$ cat config.mk
export PLATFORM = sky130hd
export DESIGN_NAME = pc_fetch_ctrl
export DESIGN_NICKNAME = d
export VERILOG_FILES = /design/src/rtl/pc_fetch_ctrl.sv
export SDC_FILE = /design/constraint.sdc
export NUM_CORES = 1
export LEC_CHECK = 0
export BUFFER_PORTS_ARGS = -buffer_cell sky130_fd_sc_hd__buf_4
export CAP_MARGIN = 5
export CORE_UTILIZATION = 48
export DETAILED_ROUTE_END_ITERATION = 10
export GPL_ROUTABILITY_DRIVEN = 0
export PLACE_DENSITY = 0.78
export REMOVE_ABC_BUFFERS = 1
export SLEW_MARGIN = 5
export SYNTH_ARGS = -nofsm -noshare
export SYNTH_HDL_FRONTEND = slang
export SYNTH_SLANG_ARGS = --single-unit
export TNS_END_PERCENT = 10
$ cat constraint.sdc
create_clock -name clk -period 2.15 [get_ports clk]
set_input_delay 0.3225 -clock clk [delete_from_list [all_inputs] [get_ports clk]]
set_output_delay 0.3225 -clock clk [all_outputs]
set_load 0.03 [all_outputs]
$ cat src/rtl/pc_fetch_ctrl.sv
// rtl/pc_fetch_ctrl.sv - program counter generator and fetch-request controller
module pc_fetch_ctrl #(
    parameter logic [31:0] RESET_PC = 32'h0000_0000,
    parameter int          ADDR_W   = 32,
    parameter int          PC_STEP  = 4
) (
    input  logic              clk,
    input  logic              rst,
    input  logic              stall_i,
    input  logic              flush_i,
    input  logic [ADDR_W-1:0] flush_target_i,
    input  logic              branch_flag_i,
    input  logic [ADDR_W-1:0] branch_target_i,
    output logic [ADDR_W-1:0] pc_o,
    output logic              ce_o,
    output logic              redirect_pending_o,
    output logic              misalign_o,
    output logic [ADDR_W-1:0] misalign_addr_o
);

    typedef enum logic [1:0] {
        S_RST  = 2'd0,
        S_RUN  = 2'd1,
        S_PEND = 2'd2
    } state_t;

    localparam logic [ADDR_W-1:0] STEP       = ADDR_W'(PC_STEP);
    localparam logic [ADDR_W-1:0] ALIGN_MASK = {{(ADDR_W-2){1'b1}}, 2'b00};
    localparam logic [ADDR_W-1:0] RST_ADDR   = RESET_PC[ADDR_W-1:0];

    state_t            state;
    logic [ADDR_W-1:0] pend_target;
    logic [ADDR_W-1:0] redir_target;
    logic [ADDR_W-1:0] pc_next_seq;
    logic              redir_misaligned;
    logic              flush_misaligned;

    // A live ID-stage branch takes precedence over a previously captured one.
    assign redir_target     = branch_flag_i ? branch_target_i : pend_target;
    assign redir_misaligned = (redir_target[1:0] != 2'b00);
    assign flush_misaligned = (flush_target_i[1:0] != 2'b00);
    assign pc_next_seq      = pc_o + STEP;

    assign redirect_pending_o = (state == S_PEND);

    always_ff @(posedge clk) begin
        if (rst) begin
            state           <= S_RST;
            pc_o            <= RST_ADDR;
            ce_o            <= 1'b0;
            pend_target     <= '0;
            misalign_o      <= 1'b0;
            misalign_addr_o <= '0;
        end else begin
            misalign_o <= 1'b0;
            case (state)
                S_RST: begin
                    // pc_o stays at RESET_PC so that address is fetched exactly once.
                    ce_o  <= 1'b1;
                    state <= S_RUN;
                end
                default: begin
                    ce_o <= 1'b1;
                    if (flush_i) begin
                        pc_o        <= flush_target_i & ALIGN_MASK;
                        pend_target <= '0;
                        state       <= S_RUN;
                        if (flush_misaligned) begin
                            misalign_o      <= 1'b1;
                            misalign_addr_o <= flush_target_i;
                        end
                    end else if (stall_i) begin
                        // Capture is stored unchecked; alignment is judged when consumed.
                        if (branch_flag_i) begin
                            pend_target <= branch_target_i;
                            state       <= S_PEND;
                        end
                    end else if (branch_flag_i || (state == S_PEND)) begin
                        pend_target <= '0;
                        state       <= S_RUN;
                        if (redir_misaligned) begin
                            pc_o            <= pc_next_seq;
                            misalign_o      <= 1'b1;
                            misalign_addr_o <= redir_target;
                        end else begin
                            pc_o <= redir_target;
                        end
                    end else begin
                        pc_o <= pc_next_seq;
                    end
                end
            endcase
        end
    end

endmodule

==> tab_implementation.tex <==
\begin{tabular}{lr}
\hline
Metric & Value \\
\hline
\multicolumn{2}{l}{\textbf{Floorplan}} \\
Overall die area & $\sim$11000 um\^{}2 \\
Core Area & just over 10000 um\^{}2 \\
Num rows & 37 \\
Die X & 104.5 um \\
Initial core utilization & 49.25\% \\
\# IOs & roughly 140 \\
Overall die height & approximately 100 um \\
\multicolumn{2}{l}{\textbf{Routing}} \\
Remaining routing DRC violations & 0 \\
Count of antenna-violating nets left after detailed routing & 0 \\
Vias post-DR & 5379 \\
1st-iter DRT viols & between 400 and 500 \\
Routed via count divided by cell count & 6.092 \\
Drt first pass iters & 5 \\
Final routed wire length divided by cell count & about 19 um \\
Detailed Route WL & 16500 um \\
\multicolumn{2}{l}{\textbf{Clock network}} \\
Hold buffer count at CTS & 0 \\
Register clock-pin slew on the reported worst setup and hold paths & $\sim$100 ps \\
Number of gates resized after cts & 0 \\
Clock Latency Late Sink & between 300 and 400 ps \\
Num Clock Sinks & 100 \\
Number of buffers added by the clock tree synthesis step & 9 \\
Post CTS Setup Buffer Count & 0 \\
Number of buffers on the longest clock path & 2 \\
Clock tree from TritonCTS & done \\
H-Tree Level Count & 3 \\
Clock tree root driver cell & sky130\_fd\_sc\_hd\_\_clkbuf\_8 \\
\multicolumn{2}{l}{\textbf{Yosys}} \\
Register area share after synthesis & just under 40\% \\
Syn Std Cell Area & $\sim$5000 um\^{}2 \\
Number of enable-type register cells in the synthesized netlist & 0 \\
Yosys warns & 0 \\
Share of synthesized flip-flops with an asynchronous set or reset & 0\% \\
Ys flop type & sky130\_fd\_sc\_hd\_\_dfxtp\_1 \\
Synth Instances & between 500 and 600 \\
Average size of a mapped cell & 8.440 um\^{}2 \\
Distinct cell type count of the synthesized netlist & 53 \\
Yosys reg bits & 100 \\
\multicolumn{2}{l}{\textbf{Cells and area}} \\
Number of nets at the end of the flow & around 810 \\
Multi-input combinational cell area & between 2000 and 3000 um\^{}2 \\
FILL cells & $\sim$860 \\
Ratio of cells with drive above 1 in the final layout & $\sim$28\% \\
Most frequent standard cell in the layout excluding fill and tap cells & sky130\_fd\_sc\_hd\_\_buf\_4 \\
Cell area after layout & around 6700 um\^{}2 \\
Area growth from synthesis to layout & 33.00\% \\
Register cell area after layout & $\sim$2000 um\^{}2 \\
Highest-count cells in the layout ignoring fill and taps & sky130\_fd\_sc\_hd\_\_buf\_4, sky130\_fd\_sc\_hd\_\_dfxtp\_1, sky130\_fd\_sc\_hd\_\_nor2\_1 \\
N\_diodes & 0 \\
\multicolumn{2}{l}{\textbf{Pwr}} \\
PD cells & between 600 and 700 nW/um\^{}2 \\
Final Power & approximately 4500 uW \\
Net switching component of the power & approximately 1300 uW \\
Clock power frac & 32.4\% \\
Register share of total power & 44.7\% \\
Sw Ratio & 29.67\% \\
Fraction of power consumed by combinational cells & 22.9\% \\
Cell internal power dissipation & roughly 3200 uW \\
Worst IR drop on VDD & 0.3373 mV \\
Cell leakage power & roughly 0.0028 uW \\
\multicolumn{2}{l}{\textbf{GRT}} \\
Wire length of the first global-routing pass & roughly 27000 um \\
Overflow left after global routing & 0 \\
Met3 usage & under 10\% \\
Met1 track demand over resource & 40.99\% \\
Vias in the first global route & a little over 5000 \\
GR Layer Usage met2 & between 40 and 50\% \\
Total GRT Usage & 30.41\% \\
Busiest metal layer after global routing & met2 \\
Maximum number of pins on one net before global-route repair & 43 \\
Number of antenna violations at the first check in global routing & 0 \\
\multicolumn{2}{l}{\textbf{Setup path}} \\
Worst setup path class & flip-flop to flip-flop \\
Worst flop-to-flop path endpoint & pc\_o[27] \\
Reg2Reg Launch Point & pc\_o[12] \\
Arr. time, crit path & between 2000 and 2500 ps \\
CP Data Required Time & $\sim$2400 ps \\
Crit path max fanout & 5 \\
Endpoint type of the worst setup path & flip-flop \\
Worst setup SP type & flip-flop \\
First element of the critical path & pc\_o[12] \\
Count of cells along the worst register-to-register path & 5 \\
Register-to-register setup slack & $\sim$67 ps \\
\multicolumn{2}{l}{\textbf{Placement}} \\
\# port buffers & between 100 and 150 \\
Half-perimeter wire length of the detailed placement result & between 10000 and 15000 um \\
Worst Setup Slack post-DPL & between 40 and 50 ps \\
Placed cell area & 6455 um\^{}2 \\
\multicolumn{2}{l}{\textbf{Worst hold path}} \\
Worst-case hold path end point & pend\_target[22] \\
Class of the tightest hold or removal check & input pin to flip-flop \\
Hold depth & 2 \\
Worst Min Path Start & branch\_target\_i[22] \\
\multicolumn{2}{l}{\textbf{STA}} \\
Portion of the clock cycle consumed by the worst path in the final layout & approximately 97\% \\
Final count of pins violating max slew & 0 \\
Worst slew margin & about two thirds \\
Final hold violation count & 0 \\
Tightest Pin Transition & roughly 520 ps \\
Min cycle time layout & between 2000 and 2500 ps \\
Minimum setup slack in the final design & roughly 67 ps \\
Setup Skew & between 9 and 10 ps \\
Peak clock frequency supported by timing & 480.0 MHz \\
Final setup violation count & 0 \\
RSZ-0062 raised after global routing & false \\
Setup TNS & 0 ps \\
\multicolumn{2}{l}{\textbf{Run}} \\
Max-Cap Viols & 0 \\
\multicolumn{2}{l}{\textbf{Status}} \\
Status & finished clean \\
\hline
\end{tabular}
==> power groups by stage <==
stage	combinational, uW	clock, uW	sequential, uW
floorplan	351	0	2200
global placement	990	0	2040
detailed placement	1010	0	2050
CTS	1020	1450	2010
global route	1090	1550	2020
finish	1030	1460	2010
==> layout make-up <==
class / count / area share (%)
inverters: 9 / 0.5041
well taps: 136 / 2.539
flip-flops and latches: 100 / 29.87
multi-input cells: 441 / 42.38
clock inverters: 4 / 1.456
clock buffers: 11 / 2.110
repair buffers: 182 / 21.14
==> sequential cells by signal, summed over array words and instances, names as in the netlist <==
name and count:
misalign_addr_o 32, pend_target 32, ce_o 1, state 2, misalign_o 1, pc_o 32
==> worst max-delay path, stage by stage (launching register included) <==
cell,delay (ps)
sky130_fd_sc_hd__dfxtp_1,370
sky130_fd_sc_hd__nand4_2,140
sky130_fd_sc_hd__or4_4,600
sky130_fd_sc_hd__or4_4,440
sky130_fd_sc_hd__a31o_1,240
sky130_fd_sc_hd__a211oi_1,210
==> synth_stat cells, drive strengths merged (5+ instances only) <==
library cell	count	area (um^2)
a22o	14	122.6
and3	7	43.79
a22oi	15	112.6
a311oi	10	87.58
nand3	10	50.05
inv	9	33.78
nor2	69	259.0
a211oi	5	37.54
or3	11	68.82
mux2i	60	600.6
o21ai	55	275.3
xnor2	7	61.31
nand4	15	115.1
xor2	10	87.58
nor4	9	62.56
a21oi	16	80.08
dfxtp	100	2002
buf	10	46.29
nor3	18	90.09
a31oi	12	75.07
nand2	49	183.9
clkbuf	37	138.9
==> worst max-delay path by stage <==
stage	end	slack, ps
after floorplan	misalign_addr_o[10]	-650
after global placement	pc_o[27]	130
after detailed placement	pc_o[27]	40
after CTS	pc_o[27]	20
after global routing	pc_o[27]	5
final	pc_o[27]	70
==> cell families (layout without fill, tap and decap cells) <==
kind of cell             after synthesis  after routing  synth area share [%]
flip-flops                           100            100                 39.73
multiplexers                          61             61                 12.14
buffers and inverters                 56            206                 4.345
AND/OR/NAND/NOR                      205            205                 19.92
adder cells (fa/ha/maj)                1              1                0.2483
AO/OA/AOI/OAI                        157            157                 20.66
XOR/XNOR                              17             17                 2.955
==> stage by stage <==
stage	util (%)	cells	hold slack, ps
3_3_place_gp	63.09	868	447.4
6_report	65.50	883	169.9
4_1_cts	65.43	883	169.6
3_5_place_dp	63.09	868	458.1
2_1_floorplan	-	550	391.6
5_1_grt	65.50	883	172.6
==> per-layer routing <==
metal	vias up	part of all wire, %
met5	-	0
li1	2485	-
met1	2553	42
met3	36	8.2
met2	305	47
met4	0	2.1
Power figures use the tool's default switching activity.
